[src/rtl/cdb_arbiter.sv]
// cdb_arbiter: two result FIFOs (ALU, LSB) sharing one registered CDB.
// Round-robin pop; optional same-edge bypass when CDB_BYPASS_EN is defined.
`ifndef ROB_SIZE_BIT
`define ROB_SIZE_BIT 4
`endif

module cdb_arbiter #(
  parameter int FIFO_DEPTH     = 2,
  parameter int FIFO_DEPTH_BIT = 1
) (
  input  logic                     clk_in,
  input  logic                     rst_in,
  input  logic                     rdy_in,
  input  logic                     rob_clear,
  input  logic                     alu_valid,
  input  logic [`ROB_SIZE_BIT-1:0] alu_idx,
  input  logic [31:0]              alu_value,
  output logic                     alu_full,
  input  logic                     lsb_valid,
  input  logic [`ROB_SIZE_BIT-1:0] lsb_idx,
  input  logic [31:0]              lsb_value,
  output logic                     lsb_full,
  output logic                     cdb_valid,
  output logic [`ROB_SIZE_BIT-1:0] cdb_idx,
  output logic [31:0]              cdb_value,
  output logic                     cdb_src
);

  localparam int IW = `ROB_SIZE_BIT;

  typedef logic [FIFO_DEPTH_BIT-1:0] ptr_t;
  typedef logic [FIFO_DEPTH_BIT:0]   cnt_t;

  localparam ptr_t PTR_ONE  = ptr_t'(1);
  localparam cnt_t CNT_ONE  = cnt_t'(1);
  localparam cnt_t CNT_FULL = cnt_t'(FIFO_DEPTH);

  logic [IW-1:0] a_idx_q [FIFO_DEPTH];
  logic [31:0]   a_val_q [FIFO_DEPTH];
  logic [IW-1:0] l_idx_q [FIFO_DEPTH];
  logic [31:0]   l_val_q [FIFO_DEPTH];

  ptr_t a_head, a_tail, l_head, l_tail;
  cnt_t a_cnt, l_cnt, a_cnt_n, l_cnt_n;

  logic rr_last;

  logic a_ne, l_ne;
  logic a_push, l_push;
  logic a_cand, l_cand;
  logic a_win, l_win;
  logic a_pop, l_pop;
  logic a_byp, l_byp;
  logic a_wr, l_wr;

  logic [IW-1:0] g_idx;
  logic [31:0]   g_val;

  // grant decision from pre-edge FIFO state (plus same-edge pushes if bypassing)
  always_comb begin
    a_ne   = (a_cnt != '0);
    l_ne   = (l_cnt != '0);
    a_push = alu_valid && !alu_full;
    l_push = lsb_valid && !lsb_full;
`ifdef CDB_BYPASS_EN
    a_cand = a_ne || a_push;
    l_cand = l_ne || l_push;
`else
    a_cand = a_ne;
    l_cand = l_ne;
`endif
    a_win  = a_cand && (!l_cand || rr_last);
    l_win  = l_cand && !a_win;
    a_pop  = a_win && a_ne;
    l_pop  = l_win && l_ne;
    a_byp  = a_win && !a_ne;
    l_byp  = l_win && !l_ne;
    a_wr   = a_push && !a_byp;
    l_wr   = l_push && !l_byp;
  end

  // next occupancy: push and pop on the same edge cancel
  always_comb begin
    a_cnt_n = a_cnt;
    l_cnt_n = l_cnt;
    unique case (1'b1)
      a_wr && !a_pop: a_cnt_n = a_cnt + CNT_ONE;
      !a_wr && a_pop: a_cnt_n = a_cnt - CNT_ONE;
      default:        a_cnt_n = a_cnt;
    endcase
    unique case (1'b1)
      l_wr && !l_pop: l_cnt_n = l_cnt + CNT_ONE;
      !l_wr && l_pop: l_cnt_n = l_cnt - CNT_ONE;
      default:        l_cnt_n = l_cnt;
    endcase
  end

  // winning entry: FIFO head, or the live input when bypassed
  always_comb begin
    g_idx = '0;
    g_val = '0;
    unique case (1'b1)
      a_win: begin
        g_idx = a_ne ? a_idx_q[a_head] : alu_idx;
        g_val = a_ne ? a_val_q[a_head] : alu_value;
      end
      l_win: begin
        g_idx = l_ne ? l_idx_q[l_head] : lsb_idx;
        g_val = l_ne ? l_val_q[l_head] : lsb_value;
      end
      default: begin
        g_idx = '0;
        g_val = '0;
      end
    endcase
  end

  // FIFO storage writes at the tail
  always_ff @(posedge clk_in) begin
    if (rst_in && rdy_in && !rob_clear) begin
      if (a_wr) begin
        a_idx_q[a_tail] <= alu_idx;
        a_val_q[a_tail] <= alu_value;
      end
      if (l_wr) begin
        l_idx_q[l_tail] <= lsb_idx;
        l_val_q[l_tail] <= lsb_value;
      end
    end
  end

  // pointers, counts, full flags, rr state and the CDB registers
  always_ff @(posedge clk_in) begin
    if (!rst_in) begin
      a_head    <= '0;
      a_tail    <= '0;
      a_cnt     <= '0;
      l_head    <= '0;
      l_tail    <= '0;
      l_cnt     <= '0;
      alu_full  <= 1'b0;
      lsb_full  <= 1'b0;
      rr_last   <= 1'b1;
      cdb_valid <= 1'b0;
      cdb_idx   <= '0;
      cdb_value <= '0;
      cdb_src   <= 1'b0;
    end else if (rdy_in) begin
      if (rob_clear) begin
        a_head    <= '0;
        a_tail    <= '0;
        a_cnt     <= '0;
        l_head    <= '0;
        l_tail    <= '0;
        l_cnt     <= '0;
        alu_full  <= 1'b0;
        lsb_full  <= 1'b0;
        rr_last   <= 1'b1;
        cdb_valid <= 1'b0;
      end else begin
        if (a_wr)  a_tail <= a_tail + PTR_ONE;
        if (a_pop) a_head <= a_head + PTR_ONE;
        if (l_wr)  l_tail <= l_tail + PTR_ONE;
        if (l_pop) l_head <= l_head + PTR_ONE;
        a_cnt    <= a_cnt_n;
        l_cnt    <= l_cnt_n;
        alu_full <= (a_cnt_n == CNT_FULL);
        lsb_full <= (l_cnt_n == CNT_FULL);
        if (a_win || l_win) begin
          cdb_valid <= 1'b1;
          cdb_idx   <= g_idx;
          cdb_value <= g_val;
          cdb_src   <= l_win;
          rr_last   <= l_win;
        end else begin
          cdb_valid <= 1'b0;
        end
      end
    end
  end

endmodule

[config.mk]
export PLATFORM = sky130hd
export DESIGN_NAME = cdb_arbiter
export DESIGN_NICKNAME = d
export VERILOG_FILES = /design/src/rtl/cdb_arbiter.sv
export SDC_FILE = /design/constraint.sdc
export NUM_CORES = 1
export LEC_CHECK = 0
export BUFFER_PORTS_ARGS = -buffer_cell sky130_fd_sc_hd__buf_2
export CORE_AREA = 3 3 125 127
export DETAILED_ROUTE_END_ITERATION = 12
export DIE_AREA = 0 0 128 130
export PLACE_DENSITY_LB_ADDON = 0.2
export SETUP_SLACK_MARGIN = 0.05
export SYNTH_ARGS = -nofsm -noshare
export SYNTH_HDL_FRONTEND = slang
export SYNTH_SLANG_ARGS = --single-unit
[constraint.sdc]
create_clock -name clk_in -period 4.5 [get_ports clk_in]
set_input_delay 0.9 -clock clk_in [delete_from_list [all_inputs] [get_ports clk_in]]
set_output_delay 0.9 -clock clk_in [all_outputs]
set_load 0.03 [all_outputs]
Yosys cells after proc, flatten, opt, wreduce, memory -nomap -nowiden. Memories as Yosys holds them, arrays and structs flattened. A register that Yosys moved wholly into a read port is not among the register bits. Cells that the tools add are included.

Add/subtract/negate cells: 8. $mul: 0. Divide/modulo/power cells: 0. $lt $le $gt $ge: 0. Equal/unequal tests: 2. Shift-type cells: 0. Mux-type cells: 38. Bitwise operators: 1. Reduce and logical (&&, ||, !) cells: 43.

Operators by type and width (count): $mux W32 (2); $pmux W32 S2 (1); $mux W1 (28); $logic_and A1 B1 Y1 (16); $reduce_bool A2 Y1 (7); $logic_not A1 Y1 (12); $reduce_and A2 Y1 (5); $mux W4 (2); $pmux W2 S2 (2); $pmux W4 S2 (1); $add A1 B1 Y1 const B (4); $add A2 B1 Y2 const B (2); $eq A2 B2 Y1 const B (2); $mux W2 (2); $sub A2 B1 Y2 const B (2); $reduce_and A3 Y1 (1); $logic_or A1 B1 Y1 (2); $not A1 Y1 (1).

Flip-flop bits (word level): 49. Bits in latches: 0. Bits in writable memories: 144. ROM bits: 0. Logic and storage cells: 109. Memories kept: 4.

Memories: a_val_q (words 2, bits a word 32, read ports 1, clocked after Yosys merged registers in 1, write ports 1, line 39) `logic [31:0] a_val_q [FIFO_DEPTH];`; l_val_q (words 2, bits a word 32, read ports 1, clocked after Yosys merged registers in 1, write ports 1, line 41) `logic [31:0] l_val_q [FIFO_DEPTH];`; a_idx_q (words 2, bits a word 4, read ports 1, clocked after Yosys merged registers in 1, write ports 1, line 38) `logic [IW-1:0] a_idx_q [FIFO_DEPTH];`; l_idx_q (words 2, bits a word 4, read ports 1, clocked after Yosys merged registers in 1, write ports 1, line 40) `logic [IW-1:0] l_idx_q [FIFO_DEPTH];`.

Logic depth before layout (Yosys ltp). Gate-level depths: netlist of the first run.

Word-level depth: 14. Gate-level depth with buffers: 9.

Least setup slack after synthesis of the first run. OpenSTA, ideal clock, no wires.

Kind: input-to-reg. Start: input rob_clear. End: memory a_idx_q[0][0] in the netlist's numbering, enable pin. Arrival: 3.710 ns. Data required time: 4.026 ns. Slack: 0.316 ns. Stages on the path: 3. Buffers on the path: 0. Cells stage by stage: and2b_1 > nand2_1 > nor3_1.

Cells in the longest elaborated chain, start to end: 4.

RTL lines: start: declaration (line 14) `input logic rob_clear,`; $logic_not A1 Y1 (line 120) `if (rst_in && rdy_in && !rob_clear) begin`; $logic_and A1 B1 Y1 (line 120); $mux W1 (line 120); $mux W1 (not written as such) (line 122) `a_idx_q[a_tail] <= alu_idx;`; end: declaration (line 38).

No other way between the ends.

Worst setup path after layout of the first run.
Start: input rob_clear. End: register cdb_value[13].

Cells in the longest elaborated chain, start to end: 2.

RTL lines: $not A1 Y1 (no source line); $reduce_and A3 Y1 (no source line); end signal: assignment (line 172) `cdb_value <= g_val;`; end: declaration (line 25) `output logic [31:0] cdb_value,`.

No other way between the ends. A chain may end at the register's enable or synchronous reset.

==> results.cfg, run 1 <==
[run_status]
outcome = complete, no violations

[route]
ant_nets = 0
num_vias = 4188
route.detailed.drc = 0
drt_first_pass_iters = 5
routed_wl_mm = 14.72
viasPerCell = 5.503
dr.first_iter.drc_count = 294
wl_per_cell_um = 19.34

[pwr]
p_comb_share_pct = 4.8
leakage_nw = 3.097
p_int_mw = 2.771
peakVddDrop_mv = 0.2647
switchingPower_uw = 778.6
swShare_pct = 21.93
powerDensity_nw_per_um2 = 413.7
power_mw = 3.550
seqPwrFrac_pct = 55.5
p_clk_share_pct = 39.7

[grt]
grt.total_usage_pct = 18.01
grt_max_degree = 37
antenna_found_initial = 2
grt_pass1_vias = 4256
grt-ovfl-total = 0
grt_pass1_wl_mm = 22.49

[layout]
final_cell_mix = 144 x edfxtp_1, 117 x buf_2, 49 x dfxtp_1
final_common_cell = edfxtp_1
fin_cells = 761
syn2layout_area_growth_pct = 17.23
drive_gt1_share_pct = 34.72
fin_nets = 643
fillers = 1219
finish.utilization_pct = 59.04

[synthesis]
synth-edff-count = 144
ys_warn_count = 0
seq_area_frac_synth_pct = 73.03
synth_area_per_cell_um2 = 16.37
syn-cell-area_um2 = 7320
synthArstFlopShare_pct = 0
ys.flop_type = edfxtp_1
synthDistinctLibCells = 43
synthCells = 447
ys_ff_latch = 195
synth.net_count = 527

[timing]
tightest_slew_ns = 0.9849
worst_slack_ns = 2.116
setup_viol = 0
rsz0062_at_grt = no
hold_violations = 0
finClkSkew_ns = 0.01121
period_share_pct = 52.99
max_slew_margin_pct = 34.18
fin_crit_ns = 2.384
slew_viol_final = 0
clock.fmax_mhz = 419.4
finalSetupTns_ns = 0

[placed_design]
place_inst = 728
place_ws_ns = 1.693
dpl.hpwl_mm = 9.311
port_buffers = 117
place_congestion = 0.7786

[floorplan]
fp.dieArea_um2 = 16640
die_w_um = 128
boundaryPins = 118
start_util_pct = 50.36
die_y_um = 130
core-area_um2 = 14530
fp-row-count = 44

[clock_tree]
cts_sinks = 195
post_cts_buffers = 0
cts_tree = built
cts_resized = 0
cts_hold_buffers = 0
clk_latency_ns = 0.43
cts_buffer_depth = 2
clk_pin_slew_worst_paths_ns = 0.07
cts_root_buffer = clkbuf_16
cts_buffers = 17
htree_levels = 4

[setup_path]
cp_slowest_stage_delay_ns = 0.78
worstPathRequired_ns = 4.87
crit_slowest_cell = nor2b_4
worst-path-stages = 5
crit_arrival_ns = 2.75
crit_buf_inv = 1
end_kind = register
path_class = primary input to register
critPathTopFamily = simple AND/OR/NAND/NOR gates
worst-path-max-fanout = 36
path_cells = buf_2, nand2b_1, a21oi_4, nor2b_4, a221o_1
worstRegToRegCells = 4
start_kind = primary input

[flow_run]
cap_violations = 0

[hold_path]
whs_path_depth = 1
hp-class = register to register
[metal layers]
metal,vias to the layer above,global-route usage [%],wire (um)
met5,-,0,9
met4,2,6.554,246
met3,21,4.298,786
met2,127,30.41,7314
met1,2075,22.88,6360
li1,1963,-,-
[flip-flops by register name, summed over array words and instances, names as in the netlist, 2 cells and up, named ones only]
| register | flops |
|---|---|
| a_cnt | 2 |
| l_val_q | 64 |
| a_val_q | 64 |
| cdb_value | 32 |
| l_cnt | 2 |
| cdb_idx | 4 |
| l_idx_q | 8 |
| a_idx_q | 8 |
[cells in the mapped netlist (all sizes together) (3+ instances only)]
cell type | instances | share of area, %
nand2 | 5 | 0.26
a21oi | 7 | 0.63
o21a | 4 | 0.41
mux2i | 36 | 4.9
a21boi | 3 | 0.31
o21ai | 9 | 0.62
inv | 5 | 0.26
clkbuf | 4 | 0.21
nor2 | 39 | 2.1
mux2 | 36 | 5.5
dfxtp | 51 | 14
o31a | 4 | 0.48
nor3 | 7 | 0.48
buf | 20 | 2.0
edfxtp | 144 | 59
a221o | 36 | 4.9
nor2b | 10 | 0.89
[worst reg2reg max path, stage by stage, from the launching register on]
cell and delay (ns):
dfxtp_1 0.39, o21ai_1 0.26, nand3_2 0.71, nor2_1 0.35
a221o_1 0.15
[path summary, 6_finish.rpt]
kind	from	endpoint	slack, ns
max	rob_clear	cdb_value[13]	2.12
min	cdb_value[19]	cdb_value[19]	0.49
max reg2reg	a_cnt[0]	cdb_value[11]	2.58
min reg2reg	cdb_value[19]	cdb_value[19]	0.49
[cell families after synthesis]
| logic type | count (synthesis) | share of synthesized area (%) |
|---|---|---|
| muxes | 72 | 10.46 |
| and+or+nand+nor | 80 | 5.675 |
| adders and majority gates | 2 | 0.3418 |
| AOI/OAI and AO/OA | 67 | 7.829 |
| buffers and inverters | 29 | 2.427 |
| DFF | 195 | 73.03 |
| xor gates and xnor gates | 2 | 0.2394 |
[power groups by stage]
stage	Combinational (mW)	Sequential (mW)	Clock, mW
floorplan	0.0896	2.02	0
global placement	0.162	2.01	0
detailed placement	0.170	2.01	0
CTS	0.171	1.97	1.43
global route	0.185	1.97	1.50
finish	0.169	1.97	1.41
[cell type report]
class                      instances  area (um2)  share of cell area (%)
clock inverter                    12       95.09                   1.108
sequential                       195        5348                   62.32
timing repair buffer             121       615.6                   7.174
inverter                           5       18.77                  0.2187
antenna                            1       2.502                 0.02916
clock buffer                      20       456.7                   5.322
tap                              184       230.2                   2.683
multi-input combinational        223        1814                   21.14
[stage by stage]
| step | hold slack, ns | area [um2] |
|---|---|---|
| 2_1_floorplan | 0.4794 | 7320 |
| 3_3_place_gp | 0.4660 | 8026 |
| 3_5_place_dp | 0.4687 | 8026 |
| 4_1_cts | 0.4881 | 8578 |
| 5_1_grt | 0.5053 | 8581 |
| 6_report | 0.4854 | 8581 |
Power figures use the tool's default switching activity.
==> run 2, diff against run 1 <==
- clock period: 4.5 -> 2.2 ns (I/O delays scaled with it)
==> results.cfg, run 2 (synthesis results as in run 1) <==
[run_status]
outcome = complete, no violations

[setup_path]
end_kind = register
r2r_start = l_cnt[0]
path_cells = nor2_2, o22ai_2, nor2_4, a221o_1
crit_arrival_ns = 2.25
worstPathRequired_ns = 2.56
cp_slowest_stage_delay_ns = 0.80
start_kind = register
rrSetupSlack_ns = 0.32
crit_slowest_cell = nor2_4
path_class = register to register
critPathTopFamily = simple AND/OR/NAND/NOR gates
worstRegToRegCells = 4
worst-path-max-fanout = 36
regToRegEndpoint = cdb_idx[1]
crit_buf_inv = 0

[clock_tree]
clk_latency_ns = 0.42
cts_hold_buffers = 0
post_cts_buffers = 0
cts_sinks = 195
htree_levels = 4
clk_pin_slew_worst_paths_ns = 0.07
cts_resized = 0
cts_buffer_depth = 2
cts_buffers = 17
cts_tree = built
cts_root_buffer = clkbuf_16

[layout]
fillers = 1114
sequential_cell_area_um2 = 5348
drive_gt1_share_pct = 35.60
multi_input_area_um2 = 1827
final_cell_mix = 144 x edfxtp_1, 117 x buf_2, 49 x dfxtp_1
final_common_cell = edfxtp_1
syn2layout_area_growth_pct = 20.09
fin_nets = 654
finish.utilization_pct = 60.48
largestRegisters = a_val_q: 64 flops, l_val_q: 64 flops, cdb_value: 32 flops
diodes = 0

[placed_design]
place_ws_ns = 0.09949
place_congestion = 0.7753
port_buffers = 117
dpl.hpwl_mm = 9.320

[route]
viasPerCell = 5.385
dr.first_iter.drc_count = 352
wl_per_cell_um = 18.76
routed_wl_mm = 14.46
num_vias = 4152
ant_nets = 0
route.detailed.drc = 0
drt_first_pass_iters = 5

[timing]
period_share_pct = 85.59
hold_slack_ns = 0.2022
hold_violations = 0
setup_viol = 0
slew_viol_final = 0
clock.fmax_mhz = 531.1
max_slew_margin_pct = 33.45
tightest_slew_ns = 0.9959
worst_slack_ns = 0.3170
fin_crit_ns = 1.883
rsz0062_at_grt = no
finClkSkew_ns = 0.008167

[floorplan]
boundaryPins = 118
fp-row-count = 44
die_y_um = 130
start_util_pct = 50.36
core-area_um2 = 14530
fp.dieArea_um2 = 16640
die_w_um = 128

[grt]
grt-ovfl-total = 0
grt_pass1_wl_mm = 22.36
grt.total_usage_pct = 17.89
grt_max_degree = 37
grt_pass1_vias = 4281
antenna_found_initial = 1

[pwr]
powerDensity_nw_per_um2 = 850.4
leakage_nw = 3.185
peakVddDrop_mv = 0.6831

[hold_path]
hold_end = a_val_q[0][8]
whs_path_depth = 1
hp-class = primary input to register
hp-start = alu_value[8]

[flow_run]
cap_violations = 0
==> run 2: metal layers <==
metal,GRT usage (%),share of wire [%]
met4,6.117,1.1
met1,23.30,44
met5,0,0.062
met2,29.33,50
met3,4.871,4.3
==> run 2: layout make-up <==
cell class | instances | share of cell area, %
tap | 184 | 2.619
inverter | 5 | 0.2135
clock buffer | 19 | 4.925
sequential | 195 | 60.84
multi-input combinational | 223 | 20.78
clock inverter | 13 | 1.822
timing repair buffer | 132 | 8.797
==> run 2: power breakdown <==
group	switching [mW]	internal [mW]
Sequential	0.0295	4.00
Clock	1.29	1.79
Combinational	0.209	0.154
==> run 2: worst max-delay path by stage <==
stage                          from       endpoint  slack, ns  cells past startpoint
after global routing       a_cnt[0]       lsb_full       0.17                      6
final                      l_cnt[0]     cdb_idx[1]       0.32                      4
after global placement    rob_clear     cdb_idx[1]       0.17                      5
after CTS                  l_cnt[0]     cdb_idx[1]       0.29                      4
after detailed placement  rob_clear     cdb_idx[1]        0.1                      5
after floorplan           rob_clear  a_idx_q[0][0]      -0.44                      3
==> run 2: worst register-to-register path: stages, from the launching register on <==
cell and delay (ns):
dfxtp_1 0.38, nor2_2 0.21, o22ai_2 0.16, nor2_4 0.80, a221o_1 0.28
==> run 2: stage by stage <==
step                      setup TNS (ns)  cells  total power [mW]  instance area (um2)
final                                  0    771             7.475                 8790
after global routing                   0    771             7.739                 8790
after CTS                              0    771             7.540                 8790
after detailed placement               0    739             4.476                 8197
after global placement                 0    739             4.458                 8197
after floorplan                   -31.61    447             4.320                 7332
